$ cat config.mk
export PLATFORM = sky130hd
export DESIGN_NAME = byte_word_packer_flat
export DESIGN_NICKNAME = d
export VERILOG_FILES = /design/src/rtl/byte_word_packer_pkg.sv /design/src/rtl/byte_word_packer_if.sv /design/src/rtl/byte_word_packer_fifo.sv /design/src/rtl/byte_word_packer.sv /design/src/flat_wrapper.sv
export SDC_FILE = /design/constraint.sdc
export NUM_CORES = 1
export LEC_CHECK = 0
export CAP_MARGIN = 10
export CORE_MARGIN = 5
export CORE_UTILIZATION = 58
export DETAILED_ROUTE_END_ITERATION = 12
export PLACE_DENSITY_LB_ADDON = 0.05
export SYNTH_ARGS = -nofsm -noshare
export SYNTH_HDL_FRONTEND = slang
export SYNTH_HIERARCHICAL = 1
export SYNTH_SLANG_ARGS = --single-unit
$ cat constraint.sdc
create_clock -name clk -period 5.9 [get_ports clk]
set_input_delay 1.18 -clock clk [delete_from_list [all_inputs] [get_ports clk]]
set_output_delay 1.18 -clock clk [all_outputs]
set_load 0.02 [all_outputs]
$ cat src/rtl/byte_word_packer_pkg.sv
// Shared types and helpers for the byte-to-word packer.
// Optional feature macro: PACKER_FLUSH_EN adds a padded flag to each queued entry.
package byte_packer_pkg;

  typedef logic [7:0]  byte_t;
  typedef logic [15:0] word_t;

  typedef enum logic {
    EMPTY = 1'b0,
    HALF  = 1'b1
  } pack_state_e;

`ifdef PACKER_FLUSH_EN
  typedef struct packed {
    logic  padded;
    word_t word;
  } entry_t;
`else
  typedef struct packed {
    word_t word;
  } entry_t;
`endif

  localparam byte_t PAD_BYTE_DEFAULT = 8'h00;

  // Place the first byte of a pair in the high or low half of the word.
  function automatic word_t pack_word(byte_t first, byte_t second, bit first_high);
    return first_high ? {first, second} : {second, first};
  endfunction

endpackage

$ cat src/rtl/byte_word_packer_if.sv
// Byte-in / word-out handshake bundle of the packer.
// master: byte producer + word consumer side; slave: the packer.
// Optional feature macro: PACKER_FLUSH_EN adds flush and out_padded.
interface byte_word_packer_if;
  import byte_packer_pkg::*;

  byte_t in_byte;
  logic  in_valid;
  logic  in_ready;
  word_t out_word;
  logic  out_valid;
  logic  out_ready;
  logic  half_full;
`ifdef PACKER_FLUSH_EN
  logic  flush;
  logic  out_padded;

  modport master (
    output in_byte, in_valid, out_ready, flush,
    input  in_ready, out_word, out_valid, half_full, out_padded
  );

  modport slave (
    input  in_byte, in_valid, out_ready, flush,
    output in_ready, out_word, out_valid, half_full, out_padded
  );
`else
  modport master (
    output in_byte, in_valid, out_ready,
    input  in_ready, out_word, out_valid, half_full
  );

  modport slave (
    input  in_byte, in_valid, out_ready,
    output in_ready, out_word, out_valid, half_full
  );
`endif

endinterface

$ cat src/rtl/byte_word_packer_fifo.sv
// Synchronous FIFO holding packed entries; head is read straight from storage.
// Ports: clk, rst (sync, active-high), push/push_data, pop, full, empty, count, head.
// DEPTH must be a power of two >= 2 so pointers wrap naturally.
module word_fifo #(
  parameter int unsigned DEPTH = 2,
  parameter int unsigned WIDTH = 16
) (
  input  logic                       clk,
  input  logic                       rst,
  input  logic                       push,
  input  logic [WIDTH-1:0]           push_data,
  input  logic                       pop,
  output logic                       full,
  output logic                       empty,
  output logic [$clog2(DEPTH):0]     count,
  output logic [WIDTH-1:0]           head
);

  localparam int unsigned AW = $clog2(DEPTH);
  localparam int unsigned CW = AW + 1;

  logic [WIDTH-1:0] mem [DEPTH];
  logic [AW-1:0]    rd_ptr;
  logic [AW-1:0]    wr_ptr;
  logic [CW-1:0]    count_q;
  logic             do_push;
  logic             do_pop;

  assign full    = (count_q == CW'(DEPTH));
  assign empty   = (count_q == '0);
  assign do_push = push && !full;
  assign do_pop  = pop && !empty;
  assign count   = count_q;
  assign head    = mem[rd_ptr];

  // Storage, pointers and occupancy; simultaneous push+pop keeps count.
  always_ff @(posedge clk) begin
    if (rst) begin
      rd_ptr  <= '0;
      wr_ptr  <= '0;
      count_q <= '0;
      for (int i = 0; i < int'(DEPTH); i++) begin
        mem[i] <= '0;
      end
    end else begin
      if (do_push) begin
        mem[wr_ptr] <= push_data;
        wr_ptr      <= wr_ptr + AW'(1);
      end
      if (do_pop) begin
        rd_ptr <= rd_ptr + AW'(1);
      end
      case ({do_push, do_pop})
        2'b10:   count_q <= count_q + CW'(1);
        2'b01:   count_q <= count_q - CW'(1);
        default: count_q <= count_q;
      endcase
    end
  end

endmodule

$ cat src/rtl/byte_word_packer.sv
// Packs pairs of bytes into 16-bit words behind a small output FIFO.
// Ports: clk, rst (sync, active-high), bus (slave modport: in_byte/in_valid/
// in_ready, out_word/out_valid/out_ready, half_full[, flush, out_padded]).
// Optional feature macro: PACKER_FLUSH_EN (flush a lone held byte padded with PAD_BYTE).
module byte_word_packer
  import byte_packer_pkg::*;
#(
  parameter int unsigned OUT_DEPTH  = 2,
  parameter bit          FIRST_HIGH = 1'b1
`ifdef PACKER_FLUSH_EN
  ,
  parameter byte_t       PAD_BYTE   = PAD_BYTE_DEFAULT
`endif
) (
  input  logic                clk,
  input  logic                rst,
  byte_word_packer_if.slave   bus
);

  localparam int unsigned CW = $clog2(OUT_DEPTH) + 1;

  pack_state_e   state_q, state_d;
  byte_t         hold_q, hold_d;
  logic          fifo_push;
  entry_t        push_entry;
  entry_t        fifo_head;
  logic          fifo_full;
  logic          fifo_empty;
  logic [CW-1:0] fifo_count;
  logic          pop;

  // Only registered state feeds in_ready; a same-cycle pop never frees space.
  assign bus.in_ready  = (state_q == EMPTY) || (fifo_count < CW'(OUT_DEPTH));
  assign bus.half_full = (state_q == HALF);
  assign bus.out_valid = !fifo_empty;
  assign bus.out_word  = fifo_head.word;
`ifdef PACKER_FLUSH_EN
  assign bus.out_padded = fifo_head.padded;
`endif
  assign pop = !fifo_empty && bus.out_ready;

  // State and held byte.
  always_ff @(posedge clk) begin
    if (rst) begin
      state_q <= EMPTY;
      hold_q  <= 8'h00;
    end else begin
      state_q <= state_d;
      hold_q  <= hold_d;
    end
  end

  // Next state, hold capture and FIFO push.
  always_comb begin
    state_d    = state_q;
    hold_d     = hold_q;
    fifo_push  = 1'b0;
    push_entry = '0;
    case (state_q)
      EMPTY: begin
        // in_ready is always high here, so in_valid alone means accept.
        if (bus.in_valid) begin
          hold_d  = bus.in_byte;
          state_d = HALF;
        end
      end
      HALF: begin
        if (bus.in_valid && !fifo_full) begin
          fifo_push       = 1'b1;
          push_entry.word = pack_word(hold_q, bus.in_byte, FIRST_HIGH);
          state_d         = EMPTY;
        end
`ifdef PACKER_FLUSH_EN
        else if (bus.flush && !fifo_full) begin
          fifo_push         = 1'b1;
          push_entry.word   = pack_word(hold_q, PAD_BYTE, FIRST_HIGH);
          push_entry.padded = 1'b1;
          state_d           = EMPTY;
        end
`endif
      end
      default: state_d = EMPTY;
    endcase
  end

  word_fifo #(
    .DEPTH (OUT_DEPTH),
    .WIDTH ($bits(entry_t))
  ) u_fifo (
    .clk       (clk),
    .rst       (rst),
    .push      (fifo_push),
    .push_data (push_entry),
    .pop       (pop),
    .full      (fifo_full),
    .empty     (fifo_empty),
    .count     (fifo_count),
    .head      (fifo_head)
  );

endmodule

$ cat src/flat_wrapper.sv
// flat-port wrapper written by rule: the top's interface ports become plain ports
module byte_word_packer_flat import byte_packer_pkg::*;
#(
  parameter int unsigned OUT_DEPTH  = 2,
  parameter bit          FIRST_HIGH = 1'b1

)
  (clk, rst, bus_in_byte, bus_in_valid, bus_out_ready, bus_in_ready, bus_out_word, bus_out_valid, bus_half_full);
  byte_word_packer_if bus_i ();
  input  logic clk;
  input  logic rst;
  input wire logic [$bits(bus_i.in_byte)-1:0] bus_in_byte;
  input wire logic [$bits(bus_i.in_valid)-1:0] bus_in_valid;
  input wire logic [$bits(bus_i.out_ready)-1:0] bus_out_ready;
  output wire logic [$bits(bus_i.in_ready)-1:0] bus_in_ready;
  output wire logic [$bits(bus_i.out_word)-1:0] bus_out_word;
  output wire logic [$bits(bus_i.out_valid)-1:0] bus_out_valid;
  output wire logic [$bits(bus_i.half_full)-1:0] bus_half_full;
  assign bus_i.in_byte = bus_in_byte;
  assign bus_i.in_valid = bus_in_valid;
  assign bus_i.out_ready = bus_out_ready;
  assign bus_in_ready = bus_i.in_ready;
  assign bus_out_word = bus_i.out_word;
  assign bus_out_valid = bus_i.out_valid;
  assign bus_half_full = bus_i.half_full;
  byte_word_packer #(.OUT_DEPTH(OUT_DEPTH), .FIRST_HIGH(FIRST_HIGH)) u_core (.clk(clk), .rst(rst), .bus(bus_i));
endmodule
==> Implementation_results.wiki <==
{| class="wikitable"
! Metric !! Value
|-
| Req. time, crit path || 5820 ps
|-
| Synth top area share || between 40% and 50%
|-
| Share of synthesized area spent on multiplexers || 8.21%
|-
| Count of pins over their slew limit || 0
|-
| CP arrival || 3800 ps
|-
| Worst-path fanout max || 20
|-
| Final antenna diode count || 0
|-
| Root buffer cell || clkbuf_8
|-
| Multi-input gate area in the final layout || 860 µm²
|-
| Via total after detailed routing || 1392
|-
| Clock Sinks || 46
|-
| Number of antenna violations at the first check in global routing || 0
|-
| Buffers inserted by post-CTS timing repair || 0
|-
| Met2 wire len || 1.79 mm
|-
| Synth top area cells || edfxtp_1 44%, dfxtp_1 13%, mux2_2 8.2%
|-
| Height of the chip || a little over 70 µm
|-
| Endpoint kind of the worst setup timing path || register
|-
| Synth Cell Area || 2200 µm²
|-
| Die outline width || 71.5 µm
|-
| XOR/XNOR share of the synthesized area || 1.20%
|-
| Number of port buffers || 30
|-
| Crit path buffers/inverters || 1
|-
| H-tree Lvls || 2
|-
| Fmax achieved || 257 MHz
|-
| Number of placement rows || 22
|-
| Final worst-path cycle share || 65.8%
|-
| Number of search-and-repair iterations in the first detailed-routing pass || 4
|-
| Total nets after synthesis || 204
|-
| Detailed router's first-iteration violation count || 79
|-
| Worst setup margin || 2020 ps
|-
| Count of cells resized by post-cts repair || 0
|-
| CP max stage cell || nand2b_1
|-
| Routed wire length || approximately 3.8 mm
|-
| Most common library cell in the layout ignoring fill and taps || nor2_1
|-
| Post-CTS Hold Buffers || 0
|-
| Via count of the first global-routing pass || roughly 1500
|-
| Die Outline Area || about 5100 µm²
|-
| Aggregate global-route resource usage || 16.7%
|-
| Vias/cell || around 5.3
|-
| Number of failing setup endpoints in the final timing report || 0
|-
| Grt total ovfl || 0
|-
| Dominant combinational cell family by area after synthesis || simple AND/OR/NAND/NOR gates
|-
| Flip-flop and latch count after synthesis || 46
|-
| Detailed-placement wirelength estimate || 2.69 mm
|-
| Top Ports || 31
|-
| Wl on met1 || 1.62 mm
|-
| Compound-gate portion of the synthesized area || 3.08%
|-
| Wire length per cell || 14.2 µm
|-
| Insertion delay to the later sink of the worst-skew pair || 290 ps
|-
| # DRC || 0
|-
| Number of fillers in the final layout || around 270
|-
| Clock-pin slew on the worst setup and hold paths || 70 ps
|-
| Met3 Wirelength || 261 µm
|-
| Number of buffers created by CTS || 5
|-
| Launching element type of the critical path || primary input
|-
| Clock tree from TritonCTS || yes
|-
| Top library cells by usage in the layout, fill and taps aside || 37 x nor2_1, 32 x edfxtp_1, 30 x clkdlybuf4s50_1, 26 x nand2b_1, 16 x mux2_2
|-
| Pin count of the biggest net entering global routing || 41
|-
| Post-placement setup slack || 1710 ps
|-
| Starting Density || 60.0%
|-
| Power density normalized to cell area || 240 nW/µm²
|-
| Gp weighted congestion || 0.809
|-
| Share of the core filled with cells in the final layout || 69.8%
|-
| Core region area || 3660 µm²
|-
| Result of the run || completed
|-
| Avg Inst Size Synth || 11.5 µm²
|-
| Tightest slew margin relative to the limit || 49.9%
|-
| Reported max-cap violation count || 0
|-
| Final hold viol count || 0
|-
| Mapped Cells || between 150 and 200
|-
| Register Area || 1240 µm²
|-
| Peak VDD IR || 130 µV
|-
| Synthesized-area fraction occupied by adder cells || 0.570%
|-
| Classification of the worst setup path || primary input to register
|-
| Post-synthesis share of cell area spent on and, or, nand and nor gates || 26.1%
|-
| Post-route minimum period || between 3000 and 4000 ps
|-
| Slew at the pin with the worst max-slew slack || 751 ps
|-
| Antenna-violating nets left || 0
|-
| Worst path top cell family by delay || simple AND/OR/NAND/NOR gates
|-
| Leakage || 0.871 nW
|-
| Ordered list of cells on the worst path || clkdlybuf4s50_1, and3b_1, nand3_1, nand2b_1
|-
| Share of final-layout standard cells stronger than drive strength 1 || 12.4%
|-
| Synth warnings || 6
|-
| Synth area leader || edfxtp_1
|-
| Top metal layer carrying routed signals || met4
|-
| Total Nets Final || 230
|-
| Total negative slack || 0 ps
|-
| Unrepaired setup endpoints after global routing || no
|-
| Proportion of synthesized chip area in sequential cells || between 50% and 60%
|-
| Biggest cell delay along the critical path || around 780 ps
|-
| Wire length of the first global-routing pass || 6.64 mm
|-
| PnR Total Power || 0.615 mW
|-
| Worst min path class || register to register
|-
| Area overhead of the layout relative to synthesis || 16.4%
|-
| Clock tree buffer depth || 2
|-
| Number of distinct library cells after synthesis || 29
|-
| Largest clock skew in the final design || approximately 6.6 ps
|}
## flip-flops by register name (all words and copies together) (netlist names), named ones only
name	count
u_core/u_fifo/mem	32
u_core/hold_q	8
u_core/u_fifo/count	2
u_core/bus.half_full	1
u_core/u_fifo/rd_ptr	1
u_core/u_fifo/wr_ptr	1
## routing by layer
metal  track usage, %  vias up
met5                0        -
met4             9.19        0
met3             3.37       10
met2             27.9       53
met1             20.1      636
li1                 -      693
## kinds of logic (layout without fill, tap and decap cells)
| kind of cell | after synthesis | after routing |
|---|---|---|
| XOR/XNOR | 3 | 3 |
| buffers and inverters | 15 | 41 |
| AND/OR/NAND/NOR | 97 | 97 |
| flip-flops | 46 | 46 |
| multiplexers | 16 | 16 |
| adder cells (fa/ha/maj) | 1 | 1 |
| AO/OA/AOI/OAI | 13 | 13 |
## power by group
part,leakage (nW),internal [mW],switching [mW]
Sequential,0.448,0.360,0.00816
Combinational,0.384,0.0382,0.0380
Clock,0.0383,0.0814,0.0886
Total,0.871,0.480,0.135
## tightest hold or removal path: stages, from the launching register on
cell and delay (ps):
dfxtp_1 310, nand2b_1 60, o21ai_1 50
## cells in the mapped netlist, drive strengths merged
cell type / n
xor2: 1
o21a: 1
nand3: 1
inv: 3
nand4bb: 8
xnor2: 2
nand2: 2
buf: 8
dfxtp: 14
mux2: 16
clkbuf: 4
and3b: 1
nor2: 37
nor2b: 2
ha: 1
and2: 16
or3: 2
o21ai: 10
nand2b: 27
edfxtp: 32
nor3: 1
a21oi: 2
## per-stage QoR
stage	std cells	hold slack, ps	cell area (µm²)
floorplan	191	437	2200
finish	265	465	2560
global route	265	491	2560
CTS	265	465	2560
global placement	258	458	2480
detailed placement	258	449	2480
## area by class of cell
| cell class | instances | share of cell area [%] |
|---|---|---|
| tap | 48 | 2.35 |
| timing repair buffer | 31 | 12.0 |
| inverter | 3 | 0.441 |
| multi-input combinational | 130 | 33.6 |
| clock buffer | 7 | 2.99 |
| sequential | 46 | 48.6 |
## worst paths after layout
check	start	to	slack, ps	cells past startpoint
setup / recovery	bus_in_valid	u_core/u_fifo/mem[1][3]$_SDFFCE_PN0P_	2020	4
hold / removal	u_core/hold_q[5]$_SDFFE_PP0P_	u_core/hold_q[5]$_SDFFE_PP0P_	460	2
setup reg to reg	u_core/u_fifo/count[0]$_SDFFE_PP0P_	u_core/u_fifo/mem[1][3]$_SDFFCE_PN0P_	2920	5
hold reg to reg	u_core/hold_q[5]$_SDFFE_PP0P_	u_core/hold_q[5]$_SDFFE_PP0P_	460	2
No activity file was read; power rests on OpenSTA's default activity.
